--- src/rtl/pmp_scan_ctrl.sv ---
// pmp_scan_ctrl
//   Sequential PMP checker. A captured request is compared against one PMP
//   entry per clock, starting at entry 0. The first (lowest-numbered) entry
//   whose region touches the access decides the result, so only one region
//   comparator is needed.
//
// Ports
//   clk, rst       : clock, synchronous active-high reset
//   pmpcfg_flat    : entry i cfg byte at [8i+7:8i] (L, A[1:0], X, W, R)
//   pmpaddr_flat   : entry i pmpaddr at [32i+31:32i] (byte address bits 33:2)
//   req_*          : request handshake; addr/size/oper/priv captured in IDLE
//   resp_*         : result handshake; perm 11 = granted, else captured oper
//   cfg_busy       : high while a request is in flight (SCAN or RESP)
module pmp_scan_ctrl #(
    parameter int N_ENTRIES = 16,
    parameter int IDX_W     = 4
) (
    input  logic                     clk,
    input  logic                     rst,
    input  logic [8*N_ENTRIES-1:0]   pmpcfg_flat,
    input  logic [32*N_ENTRIES-1:0]  pmpaddr_flat,
    input  logic                     req_valid,
    output logic                     req_ready,
    input  logic [31:0]              req_addr,
    input  logic [1:0]               req_size,
    input  logic [1:0]               req_oper,
    input  logic [1:0]               req_priv,
    output logic                     resp_valid,
    input  logic                     resp_ready,
    output logic [1:0]               resp_perm,
    output logic                     resp_hit,
    output logic [IDX_W-1:0]         resp_idx,
    output logic                     cfg_busy
);

    localparam logic [1:0] ST_IDLE = 2'd0;
    localparam logic [1:0] ST_SCAN = 2'd1;
    localparam logic [1:0] ST_RESP = 2'd2;

    localparam logic [IDX_W-1:0] LAST_IDX = IDX_W'(N_ENTRIES - 1);

    logic [1:0]       state;
    logic [IDX_W-1:0] idx;
    logic [31:0]      cap_addr;
    logic [1:0]       cap_size;
    logic [1:0]       cap_oper;
    logic [1:0]       cap_priv;

    // Per-entry views of the flat CSR buses.
    logic [7:0]              cfg_arr [N_ENTRIES];
    logic [31:0]             pa_arr  [N_ENTRIES];
    logic [2*N_ENTRIES-1:0]  rsvd_unused;

    for (genvar g = 0; g < N_ENTRIES; g++) begin : g_unpack
        assign cfg_arr[g]             = pmpcfg_flat[8*g +: 8];
        assign pa_arr[g]              = pmpaddr_flat[32*g +: 32];
        // cfg bits 6:5 are reserved and carry no function here.
        assign rsvd_unused[2*g +: 2]  = pmpcfg_flat[8*g+5 +: 2];
    end

    logic [7:0]  cur_cfg;
    logic [31:0] cur_pa;
    logic [31:0] prev_pa;

    assign cur_cfg = cfg_arr[idx];
    assign cur_pa  = pa_arr[idx];
    assign prev_pa = (idx == '0) ? '0 : pa_arr[idx - 1'b1];

    // Access byte range; size 11 behaves as a word.
    logic [1:0]  eff_size;
    logic [32:0] acc_lo;
    logic [32:0] acc_hi;
    logic        acc_wrap;

    assign eff_size = (cap_size == 2'b11) ? 2'b10 : cap_size;
    assign acc_lo   = {1'b0, cap_addr};
    assign acc_hi   = acc_lo + ((33'd1 << eff_size) - 33'd1);
    assign acc_wrap = acc_hi[32];

    // Region as [reg_base, reg_top) in 36 bits so that an all-ones NAPOT
    // entry (2^35 bytes) is representable.
    logic [32:0] napot_mask;
    logic [35:0] reg_base;
    logic [35:0] reg_top;
    logic        reg_on;

    // pa ^ (pa+1) yields 2^(t+1)-1 where t = number of trailing ones.
    assign napot_mask = {1'b0, cur_pa} ^ ({1'b0, cur_pa} + 33'd1);

    always_comb begin
        reg_base = '0;
        reg_top  = '0;
        reg_on   = 1'b0;
        case (cur_cfg[4:3])
            2'b01: begin
                reg_base = {2'b00, prev_pa, 2'b00};
                reg_top  = {2'b00, cur_pa, 2'b00};
                reg_on   = (reg_base < reg_top);
            end
            2'b10: begin
                reg_base = {2'b00, cur_pa, 2'b00};
                reg_top  = reg_base + 36'd4;
                reg_on   = 1'b1;
            end
            2'b11: begin
                reg_base = {1'b0, ({1'b0, cur_pa} & ~napot_mask), 2'b00};
                reg_top  = reg_base + ({1'b0, napot_mask, 2'b00} + 36'd4);
                reg_on   = 1'b1;
            end
            default: ;
        endcase
    end

    logic [35:0] lo36;
    logic [35:0] hi36;
    logic        overlap;
    logic        contained;

    assign lo36      = {3'b000, acc_lo};
    assign hi36      = {3'b000, acc_hi};
    assign overlap   = reg_on && (lo36 < reg_top) && (hi36 >= reg_base);
    assign contained = (lo36 >= reg_base) && (hi36 < reg_top);

    logic       perm_bit;
    logic [1:0] hit_perm;
    logic [1:0] nohit_perm;

    always_comb begin
        perm_bit = 1'b0;
        case (cap_oper)
            2'b00:   perm_bit = cur_cfg[0];
            2'b01:   perm_bit = cur_cfg[1];
            2'b10:   perm_bit = cur_cfg[2];
            default: perm_bit = 1'b0;
        endcase

        hit_perm = cap_oper;
        if (contained) begin
            if (cap_priv == 2'b11 && !cur_cfg[7]) begin
                hit_perm = 2'b11;
            end else if (perm_bit) begin
                hit_perm = 2'b11;
            end
        end
    end

    assign nohit_perm = (cap_priv == 2'b11) ? 2'b11 : cap_oper;

    always_ff @(posedge clk) begin
        if (rst) begin
            state      <= ST_IDLE;
            idx        <= '0;
            cap_addr   <= '0;
            cap_size   <= '0;
            cap_oper   <= '0;
            cap_priv   <= '0;
            resp_valid <= 1'b0;
            resp_perm  <= '0;
            resp_hit   <= 1'b0;
            resp_idx   <= '0;
        end else begin
            case (state)
                ST_IDLE: begin
                    if (req_valid) begin
                        cap_addr <= req_addr;
                        cap_size <= req_size;
                        cap_oper <= req_oper;
                        cap_priv <= req_priv;
                        idx      <= '0;
                        state    <= ST_SCAN;
                    end
                end
                ST_SCAN: begin
                    if (acc_wrap) begin
                        // A wrapping access can never be legal; deny on the
                        // first scan cycle without consulting any entry.
                        resp_hit   <= 1'b0;
                        resp_idx   <= '0;
                        resp_perm  <= cap_oper;
                        resp_valid <= 1'b1;
                        state      <= ST_RESP;
                    end else if (overlap) begin
                        resp_hit   <= 1'b1;
                        resp_idx   <= idx;
                        resp_perm  <= hit_perm;
                        resp_valid <= 1'b1;
                        state      <= ST_RESP;
                    end else if (idx == LAST_IDX) begin
                        resp_hit   <= 1'b0;
                        resp_idx   <= '0;
                        resp_perm  <= nohit_perm;
                        resp_valid <= 1'b1;
                        state      <= ST_RESP;
                    end else begin
                        idx <= idx + 1'b1;
                    end
                end
                ST_RESP: begin
                    if (resp_ready) begin
                        resp_valid <= 1'b0;
                        state      <= ST_IDLE;
                    end
                end
                default: state <= ST_IDLE;
            endcase
        end
    end

    assign req_ready = (state == ST_IDLE);
    assign cfg_busy  = (state != ST_IDLE);

endmodule

--- config.mk ---
export PLATFORM = sky130hd
export DESIGN_NAME = pmp_scan_ctrl
export DESIGN_NICKNAME = d
export VERILOG_FILES = /design/src/rtl/pmp_scan_ctrl.sv
export SDC_FILE = /design/constraint.sdc
export NUM_CORES = 1
export LEC_CHECK = 0
export CAP_MARGIN = 0
export CELL_PAD_IN_SITES_DETAIL_PLACEMENT = 1
export CELL_PAD_IN_SITES_GLOBAL_PLACEMENT = 2
export CORE_ASPECT_RATIO = 1.4
export CORE_UTILIZATION = 28
export DETAILED_ROUTE_END_ITERATION = 7
export PLACE_DENSITY = 0.92
export SLEW_MARGIN = 15
export SYNTH_ARGS = -nofsm -noshare
export SYNTH_HDL_FRONTEND = slang
export SYNTH_SLANG_ARGS = --single-unit
--- constraint.sdc ---
create_clock -name clk -period 11.1 [get_ports clk]
set_input_delay 1.11 -clock clk [delete_from_list [all_inputs] [get_ports clk]]
set_output_delay 1.11 -clock clk [all_outputs]
set_load 0.01 [all_outputs]
; After elaboration in Yosys (flattened, before gate mapping)
; Cells that the tools add are included.
[word_totals]
in_bits = 682
word_cells = 109
register_bits = 52
out_inout_bits = 10
[classes]
add_sub_neg = 8
n_bitwise = 5
reduce_logical = 18
muxes = 44
shift = 1
order_cmp = 7
eq_ne = 16
[op_table]
columns = operator, count
row1 = $bmux W32 S4, 2
row2 = $mux W32, 5
row3 = $pmux W36 S3, 1
row4 = $pmux W35 S3, 1
row5 = $add A35 B3 Y36 const B, 1
row6 = $add A35 B36 Y36, 1
row7 = $ge A32 B36 Y1, 1
row8 = $ge A33 B36 Y1, 1
row9 = $lt A32 B36 Y1, 1
row10 = $lt A33 B36 Y1, 1
row11 = $add A34 B3 Y35 const B, 1
row12 = $lt A34 B34 Y1, 1
row13 = $add A32 B1 Y33 const B, 1
row14 = $add A32 B33 Y33, 1
row15 = $and A32 B33 Y33, 1
row16 = $not A33 Y33, 1
row17 = $shl A1 B2 Y33 const A, 1
row18 = $sub A33 B1 Y33 const B, 1
row19 = $xor A32 B33 Y33, 1
row20 = $bmux W8 S4, 1
row21 = $mux W4, 7
row22 = $mux W2, 13
row23 = $mux W8, 2
row24 = $eq A2 B2 Y1 const B, 6
row25 = other kinds (23), 46

; Logic depth before layout (Yosys ltp)
; Gate-level depths: netlist (run 1).
[logic_depth]
word_depth = 16
mapped_depth = 42
ltp_nobuf = 36

; Worst setup path after synthesis (run 1)
; No wires, ideal clock.
[synth_timing]
path_kind = register to register
from = register idx[1]
to = register resp_perm[0]
required_ns = 10.977
path_buffers = 8
t_arrival_ns = 8.241
synth_period_minus_slack_ns = 8.364
stages_incl_launch_ff = 40
setup_slack_ns = 2.736
setup_ns = 0.123
cell_sequence = dfxtp_1 -> buf_6 -> buf_8 -> buf_8 -> buf_4 -> buf_2 -> buf_1 -> nand2_1 -> a31oi_1 -> ha_1 -> and2_1 -> nand4_1 -> nor2_2 -> inv_1 -> nor4_1 -> nand2_1 -> ha_1 -> xor2_1 -> (+4 left out) -> nand3_1 -> a2111oi_0 -> nor3_1 -> xor2_1 -> o21ai_0 -> a22oi_1 -> ha_1 -> nand4_1 -> or4_1 -> a221oi_1 -> o41ai_1 -> a21oi_1 -> a211oi_1 -> o41a_4 -> a211oi_4 -> buf_4 -> nor2_1 -> a2bb2oi_1
[synth_between]
elab_chain_len = 15
elab_cells_between_ends = 47
classes_between = 5 x add/sub / 5 x order compare / 4 x eq/ne / 19 x mux / 5 x bitwise / 9 x reduce/logical
[synth_lines]
columns = element, line
row1 = from (decl), 43  ; logic [IDX_W-1:0] idx;
row2 = from (signal assigned), 195  ; idx <= idx + 1'b1;
row3 = "parallel branches: the longest is 15 deep, another holds $add A35 B3 Y36", -
row4 = to (signal assigned), 179  ; resp_perm <= cap_oper;
row5 = to (signal assigned), 185  ; resp_perm <= hit_perm;
row6 = to (signal assigned), 191  ; resp_perm <= nohit_perm;
row7 = to (decl), 30  ; output logic [1:0] resp_perm,
; Several ways; the timed one is not identified. The select of a mux whose other input is x is not followed.
; A chain may end at the register's enable or synchronous reset.

; Worst setup path in the final report (run 1)
[layout_timing]
from = input pmpaddr_flat[33]
to = register idx[0]
[layout_between]
elab_chain_len = 14
elab_cells_between_ends = 24
classes_between = 4 x add/sub / 3 x order compare / 1 x eq/ne / 10 x mux / 3 x bitwise / 3 x reduce/logical
[layout_lines]
columns = element, line
row1 = from (decl), 21  ; input logic [32*N_ENTRIES-1:0] pmpaddr_flat,
row2 = "parallel branches: the longest is 11 deep, another holds $add A35 B3 Y36", -
row3 = $logic_and A1 B1 Y1 *, 121  ; assign overlap = reg_on && (lo36 < reg_top) && (hi36 >= reg_base);
row4 = $ne A2 B2 Y1 (no source line) *, -
row5 = $reduce_and A5 Y1 (no source line) *, -
; Mark *: on every way between the ends. The select of a mux whose other input is x is not followed.

==> results.md, run 1 <==
- The count of unresolved DRC violations after routing is 2.
- Max-cap violations in this run came to 0.
- The CTS root buffer is clkbuf_16.
- The longest clock path from root to sink contains 2 buffers.
- The share of synthesized flip-flops with an asynchronous set or reset is 0.
- The final instance count without filler cells is about 3900.
- Adding up every negative setup slack in the final design gives 0 ns.
- The total count of max-transition violations in the final report is 0.
- For this run, the leading register cell type out of synthesis is dfxtp_1.
- The total buffers and inverters traversed by the critical path is 7.
- The highest attainable clock frequency is approximately 100 MHz.
- The launch instance of the worst min-delay path is cap_priv[1]$_SDFFE_PP0P_.
- The power per unit of standard cell area is roughly 130 nW/um2.
- The initial antenna violation count is 48.
- In this run, post-CTS hold repair placed 0 buffers.
- The ratio of final minimum period to clock period is 0.895.
- The share of the Yosys chip area taken by registers is 0.0500.
- The combinational family with the most area after synthesis is multiplexers.
- The number of ports placed on the die boundary is about 690.
- For the worst setup path, the data arrival time is 10.14 ns.
- The endpoint of the worst hold-timing path is cap_priv[1]$_SDFFE_PP0P_.
- Measured against the total synthesized area, the mux share comes to 0.345.
- The full die area is roughly 76000 um2.
- The type of origin of the critical path is an input pin.
- The horizontal die dimension is approximately 230 um.
- Dividing the detail-routed wire length by the instance count gives between 20 and 30 um.
- After clock tree synthesis, the clock-pin slew on the worst setup and hold paths is about 0.08 ns.
- The post-detailed-routing wire length is approximately 110 mm.
- The quantity of I/O buffers inserted on ports is roughly 660.
- The synthesized-area fraction occupied by and/or/nand/nor cells is 0.139.
- The post-route core utilization is 0.388.
- The total overflow reported by the global router is 0.
- The number of nets in the finished design is roughly 3800.
- The adder and majority gate portion of the synthesized area is 0.174.
- The core region area is roughly 74000 um2.
- The number of DRC markers after the initial detailed-route iteration is 1735.
- The post-route antenna net violation count is 0.
- The gate family responsible for the most delay along the worst path is simple AND/OR/NAND/NOR gates.
- The endpoint identified for the worst register-to-register timing path is idx[0]$_SDFFE_PP0P_.
- The setup skew after layout is about 0.014 ns.
- The required time reported for the critical path endpoint is approximately 11 ns.
- The initial cell density of the core is 0.282.
- From bottom edge to top edge, the die measures 325 um.
- The final number of hold-violating endpoints is 0.
- The cell leakage power is around 0.011 uW.
- The via count of the first global-routing pass was between 20000 and 25000.
- The run finished, with violations left.
- The share of final-layout standard cells stronger than drive strength 1 is 0.144.
- The cell count after synthesis is between 2000 and 2500.
- After synthesis, the mean cell area works out to around 9.1 um2.
- The worst hold slack is ~0.46 ns.
- The detailed placement HPWL is a little under 100 mm.
- The share of Yosys cell area claimed by the top area cell type is 0.323.
- Along the worst path, the maximum fanout reaches 13.
- The worst pin sits at a relative slew slack of 0.249.
- The slowest stage of the critical path is the or4_1 cell.
- The area share of xor/xnor cells in the synthesized design is 0.0370.
- The critical setup path kind is in -> reg.
- Relative to the synthesized area, the layout overhead comes to 37.6%.
- The post-synthesis cell type with the largest combined area is mux4_2.
- For this run, the detailed router's first-pass iteration total came to 6.
- Across every metal layer, demand over resource in global routing totals 0.291.
- The routability congestion estimate from global placement is about 1.
- The post-synthesis sequential element count is between 50 and 60.
- The number of clock buffers added by TritonCTS is 5.
- The kind of end point of the critical path is a register.
- The dominant cell by count in the synthesized netlist is mux4_2.
- The number of synthesized flops with an enable pin is 0.
- The later pin in the worst-skew pair is clocked with a latency of between 0.3 and 0.4 ns.
- The initialized floorplan defines approximately 120 standard-cell rows.
- The cell count after placement is 3816.
- The cell count of the worst reg-to-reg path is 35.
- After synthesis, the most frequently instantiated cells are 299 x mux4_2, 286 x ha_1, 273 x nand2_1, 209 x a21oi_1, 141 x inv_1.
- The highest cell delay on the worst timing path is approximately 0.6 ns.
- Entering global routing, the biggest net connects 67 pins.
- The number of warnings issued by yosys is 0.
- The fraction of the mapped netlist area in compound gates is 0.191.
- The worst-case IR drop observed on VDD is 0.0854 mV.
- The post-synthesis instance area is around 21000 um2.
- CTS built an H-tree with a depth of 2.
- The final reports fail on design-rule violations.
- In the post-synthesis netlist, the biggest area contributors are mux4_2 32%, ha_1 17%, a21oi_1 5.0%.
- The routed layout has ~23000 vias.
- The worst hold path passes through 2 cells.
- The first global-routing pass estimated 162 mm of wire.
- Setup repair after global routing left no endpoint under its margin.
- The net count after synthesis is 3259.
- CTS saw 52 sinks.
- Fill cells in the final layout number about 8600.
- The type of the most critical hold path is reg -> reg.
- Setup violations remaining at the end of the flow were counted as 0.
- The slew at the pin closest to its max-slew limit is between 1 and 1.5 ns.
- Dividing the detail-routed via count by the number of cells gives around 6.
- In this run, distinct cell masters in the synthesized netlist total 78.
- The worst reg2reg path startpoint is idx[0]$_SDFFE_PP0P_.
- The number of setup buffers added after CTS is 0.
- In this run, post-CTS repair resized a total of 0 instances.
- The setup slack on the worst flop-to-flop path is 1.53 ns.
- The shortest period the worst path allows is 9.94 ns.
- TritonCTS built the clock tree.
-- state kept, by name (all words and copies together), names as in the netlist --
register    cells
resp_idx        4
resp_perm       2
idx             4
cap_oper        2
resp_hit        1
state           2
cap_priv        2
resp_valid      1
cap_size        2
cap_addr       32
-- metrics by stage --
| stage | power [uW] | instance area [um2] | setup WS [ns] |
|---|---|---|---|
| 2_1_floorplan | 2460 | 20800 | 2.74 |
| 3_3_place_gp | 3470 | 28400 | 0.930 |
| 3_5_place_dp | 3580 | 28400 | 0.793 |
| 4_1_cts | 3760 | 28600 | 1.11 |
| 5_1_grt | 4100 | 28700 | 0.712 |
| 6_report | 3770 | 28700 | 1.16 |
-- how the worst max path moves through the flow --
| stage | from | to | cells past startpoint |
|---|---|---|---|
| 2_1_floorplan | idx[1]$_SDFFE_PP0P_ | resp_perm[0]$_SDFFE_PP0P_ | 39 |
| 3_3_place_gp | pmpaddr_flat[33] | idx[0]$_SDFFE_PP0P_ | 39 |
| 3_5_place_dp | pmpaddr_flat[33] | idx[0]$_SDFFE_PP0P_ | 39 |
| 4_1_cts | pmpaddr_flat[33] | idx[0]$_SDFFE_PP0P_ | 39 |
| 5_1_grt | pmpaddr_flat[33] | idx[0]$_SDFFE_PP0P_ | 39 |
| 6_report | pmpaddr_flat[33] | idx[0]$_SDFFE_PP0P_ | 39 |
-- metal layers --
| layer | up-vias | share of wire | track usage |
|---|---|---|---|
| met5 | - | 0.00020 | 0 |
| met1 | 11700 | 0.38 | 0.345 |
| met4 | 4 | 0.067 | 0.178 |
| met2 | 1003 | 0.49 | 0.496 |
| met3 | 231 | 0.056 | 0.0370 |
| li1 | 10100 | - | - |
-- layout by cell type, fill, tap and decap left out, types with 7 or more instances in the layout --
| master | instances |
|---|---|
| clkdlybuf4s50_1 | 658 |
| mux4_2 | 299 |
| ha_1 | 285 |
| nand2_1 | 273 |
| a21oi_1 | 209 |
| inv_1 | 141 |
| o21ai_0 | 86 |
| a211oi_1 | 73 |
| a21o_1 | 62 |
| buf_4 | 61 |
| nor2_1 | 60 |
| nor2b_1 | 56 |
| dfxtp_1 | 48 |
| nand3_1 | 46 |
| xor2_1 | 45 |
| mux2i_1 | 44 |
| xnor2_1 | 41 |
| a22oi_1 | 40 |
| and2_1 | 39 |
| diode_2 | 38 |
| nand4_1 | 32 |
| nor3_1 | 20 |
| nand2b_1 | 19 |
| a31oi_1 | 16 |
| o21a_1 | 15 |
| o211ai_1 | 14 |
| nor4_1 | 11 |
| o31ai_1 | 11 |
| o21bai_1 | 11 |
| or2_2 | 10 |
| or3_1 | 8 |
| and3_1 | 7 |
-- power by group --
part	internal (uW)	switching (uW)
clock	84.3	75.5
combinational	1520	1810
sequential	218	53.4
-- cell families (layout without fill, tap and decap cells) --
group	count (synthesis)	in the layout
flops	52	52
fa+ha+maj	288	288
other cells	0	38
mux	345	345
compound gates	612	612
xor+xnor	88	88
simple gates	603	603
buf+inv	301	876
-- area by class of cell --
class	instances	area [um2]	area share
flip-flops and latches	52	1060	0.0368
inverters	144	541	0.0189
well taps	960	1200	0.0419
clock buffers	6	129	0.00449
diodes	38	95.1	0.00332
multi-input cells	1936	18500	0.645
clock inverters	2	16.3	0.000567
repair buffers	724	7130	0.249
-- tightest hold or removal path: cells and delay by family (launching register included) --
family / cells / cell delay [ns]
flops: 1 / 0.32
compound gates: 1 / 0.05
simple gates: 1 / 0.05
No activity file was read; power rests on OpenSTA's default activity.
==> run 2, diff against run 1 <==
==> constraint.sdc (replaced) <==
create_clock -name clk -period 10.7 [get_ports clk]
set_input_delay 1.07 -clock clk [delete_from_list [all_inputs] [get_ports clk]]
set_output_delay 1.07 -clock clk [all_outputs]
set_load 0.01 [all_outputs]
==> run 2 against run 1 <==
  * The run still ends with design-rule violations left
  * Clock skew is 0.0039 ns higher
  * Worst setup slack worse by 0.53 ns
  * Via count is 0.18% higher
  * Die area stayed put
  * Global-route usage is 0.40 points lower
  * Sequential share of layout area hardly changed
  * Worst hold slack worse by 0.0020 ns
  * Combinational power is 4% higher
  * Critical path depth stayed put
  * Register-to-register slack worse by 0.69 ns
  * Utilization is 0.16 points higher
  * Sequential power is 3% higher
==> results.md, run 2 (synthesized netlist as in run 1, its figures left out) <==
- The run finished, with violations left.
- The final reports fail on design-rule violations.
- The ratio of final minimum period to clock period is 0.941.
- The horizontal die dimension came to 233 um (unchanged).
- The largest fanout of any net on the critical path was 13 (unchanged).
- The initial antenna violation count came to 56 (+17%).
- The routability congestion estimate from global placement is 1.01 (+2.6%).
- The quantity of I/O buffers inserted on ports came to 659 (unchanged).
- The detailed placement HPWL is 96.8 mm (-0.84%).
- The number of cells on the worst hold path came to 2 (unchanged).
- The worst slew margin relative to its limit came to 0.222 (-0.0275).
- The terminus of the critical flop-to-flop path is idx[0]$_SDFFE_PP0P_.
- The required time reported for the critical path endpoint came to 10.91 ns (-0.39 ns).
- The number of ports placed on the die boundary is 692 (unchanged).
- The floorplan row count is 118 (unchanged).
- From synthesis to final layout, the design area changed by 38.2%.
- The share of final-layout standard cells stronger than drive strength 1 came to 0.147 (+0.00328).
- The number of flip-flops in the largest register was 32 (unchanged).
- cap_addr holds more flip-flops than any other register.
- The critical path arrival is 10.27 ns (+0.13 ns).
- The type of the most critical hold path is reg -> reg.
- The via count of the first global-routing pass came to 23900 (-1.5%).
- The count of H-tree levels built during CTS is 2 (unchanged).
- The worst reg2reg path startpoint is idx[2]$_SDFFE_PP0P_.
- The cell leakage power is 0.0107 uW (+0.58%).
- The total count of max-transition violations in the final report is 0 (unchanged).
- The type of origin of the critical path is an input pin.
- The via total after detailed routing is 23100 (+0.18%).
- The largest net degree at the start of global routing was 95 (+42%).
- In this run the most critical hold path is launched from cap_addr[0]$_SDFFE_PP0P_.
- The number of sinks driven by the clock tree came to 52 (unchanged).
- The quantity of hold-fixing buffers added after cts was 0 (unchanged).
- The worst IR drop on VDD is 0.0960 mV (+12%).
- Leaving out fill and tap cells, the most frequent cells in the layout are 658 x clkdlybuf4s50_1, 299 x mux4_2, 285 x ha_1, 273 x nand2_1, 209 x a21oi_1.
- The setup skew after layout came to 0.0177 ns (+0.00391 ns).
- The source-to-sink clock delay at the later pin of the worst-skew pair came to 0.31 ns (about the same).
- The slew at the pin closest to its max-slew limit was 1.16 ns (+0.0383 ns).
- For hold timing, the worst endpoint is cap_addr[0]$_SDFFE_PP0P_.
- The number of DRC markers after the initial detailed-route iteration is 1575 (-9.2%).
- The setup slack on the worst flop-to-flop path is 0.84 ns (-0.69 ns).
- The initial cell density of the core came to 0.282 (unchanged).
- The cell count of the worst reg-to-reg path is 35 (unchanged).
- Setup repair after global routing left no endpoint under its margin.
- The full die area is 75500 um2 (unchanged).
- The number of endpoints failing setup at the final stage is 0 (unchanged).
- The CTS root buffer is clkbuf_16.
- The count of unresolved DRC violations after routing is 3 (+1).
- The per-cell via count in the routed design is 5.95 (-0.26%).
- The post-CTS resize count is 0 (unchanged).
- The post-route antenna net violation count is 0 (unchanged).
- The global-route total usage across every layer is 0.287 (-0.00404).
- The first-pass GRT wire length is 159 mm (-1.4%).
- The clock input transition at the sequential cells of the worst setup and hold paths came to 0.08 ns (about the same).
- The average wire per standard cell came to 29.0 um (-0.47%).
- The worst path needs about 10 ns of the cycle, external delays included.
- The die height is 325 um (unchanged).
- The final number of hold-violating endpoints is 0 (unchanged).
- The worst hold slack is 0.459 ns (-0.00202 ns).
- The core region area came to 73800 um2 (unchanged).
- The CTS tree is built.
- The post-detailed-routing wire length is 112 mm (about the same).
- The post-CTS setup repair buffer count is 0 (unchanged).
- The most frequent standard cell in the layout excluding fill and tap cells is clkdlybuf4s50_1.
- The number of filler instances in the final layout is 8498 (-0.74%).
- The highest cell delay on the worst timing path was 0.68 ns (+0.07 ns).
- The detailed-router iteration count before antenna repair was 7 (+1).
- The total overflow reported by the global router was 0 (unchanged).
- The number of CTS-inserted buffers is 5 (unchanged).
- The largest registers in the layout are cap_addr: 32 flops, idx: 4 flops, resp_idx: 4 flops.
- The power per unit of standard cell area was 136 nW/um2 (+3.2%).
- The buffer depth of the longest clock path is 2 (unchanged).
- The number of maximum-capacitance constraint violations is 0 (unchanged).
- Based on the critical path, the design can be clocked at up to a little under 100 MHz.
- The number of nets in the finished design came to 3844 (+0.29%).
- The summed negative setup slack over all endpoints is 0 ns (unchanged).
- The worst setup path is captured at a register.
- The worst setup path is of the in -> reg kind.
- The master of the slowest instance on the critical path is a2111oi_0.
-- run 2: changes by cell type in the layout (fill, tap and decap cells not counted), sizes merged --
| cell | change |
|---|---|
| buf | +11 |
| clkbuf | -1 |
| diode | +6 |
| inv | +1 |
-- run 2: worst max path at each step --
stage                                   start                         to  depth (start not counted)
after floorplan           idx[1]$_SDFFE_PP0P_  resp_perm[0]$_SDFFE_PP0P_                         39
after global placement       pmpaddr_flat[33]        idx[0]$_SDFFE_PP0P_                         39
after detailed placement     pmpaddr_flat[33]        idx[0]$_SDFFE_PP0P_                         39
after CTS                    pmpaddr_flat[33]        idx[0]$_SDFFE_PP0P_                         39
after global routing         pmpaddr_flat[33]        idx[0]$_SDFFE_PP0P_                         39
final                        pmpaddr_flat[33]        idx[0]$_SDFFE_PP0P_                         39
-- run 2: area by class of cell --
type                            instances  area [um2]  area share
Clock buffer                            5         125     0.00435
Clock inverter                          3        21.3    0.000739
Tap cell                              960        1200      0.0417
Multi-Input combinational cell       1936       18500       0.643
Inverter                              144         541      0.0188
Sequential cell                        52        1060      0.0367
Antenna cell                           44         110     0.00382
Timing Repair Buffer                  735        7240       0.251
-- run 2: critical path: cells and delay by family --
family,cells,cell delay (ns)
AOI/OAI and AO/OA,13,3.02
muxes,2,0.33
adders and majority gates,4,1.15
and+or+nand+nor,11,2.72
xor gates and xnor gates,2,0.32
buffers and inverters,7,1.64
-- run 2: through the flow --
step                utilization  area [um2]  total power [uW]  worst slack, ns  cells
floorplan                     -       20800              2550             2.34   2289
global placement          0.387       28500              3600            0.596   3827
detailed placement        0.387       28500              3700            0.295   3827
CTS                       0.389       28700              3890            0.608   3835
global route              0.390       28800              4260            0.264   3874
finish                    0.390       28800              3900            0.634   3879
-- run 2: per-layer routing --
| metal | GRT usage | vias to the layer above | wire length, um |
|---|---|---|---|
| met3 | 0.0530 | 285 | 7640 |
| met5 | 0 | - | 205 |
| met4 | 0.187 | 20 | 8740 |
| met1 | 0.331 | 11600 | 41600 |
| li1 | - | 10100 | - |
| met2 | 0.482 | 1052 | 54200 |
-- run 2: where the power goes --
| part | switching, uW | internal [uW] |
|---|---|---|
| Sequential | 52.4 | 226 |
| Clock | 80.2 | 87.4 |
| Combinational | 1870 | 1580 |
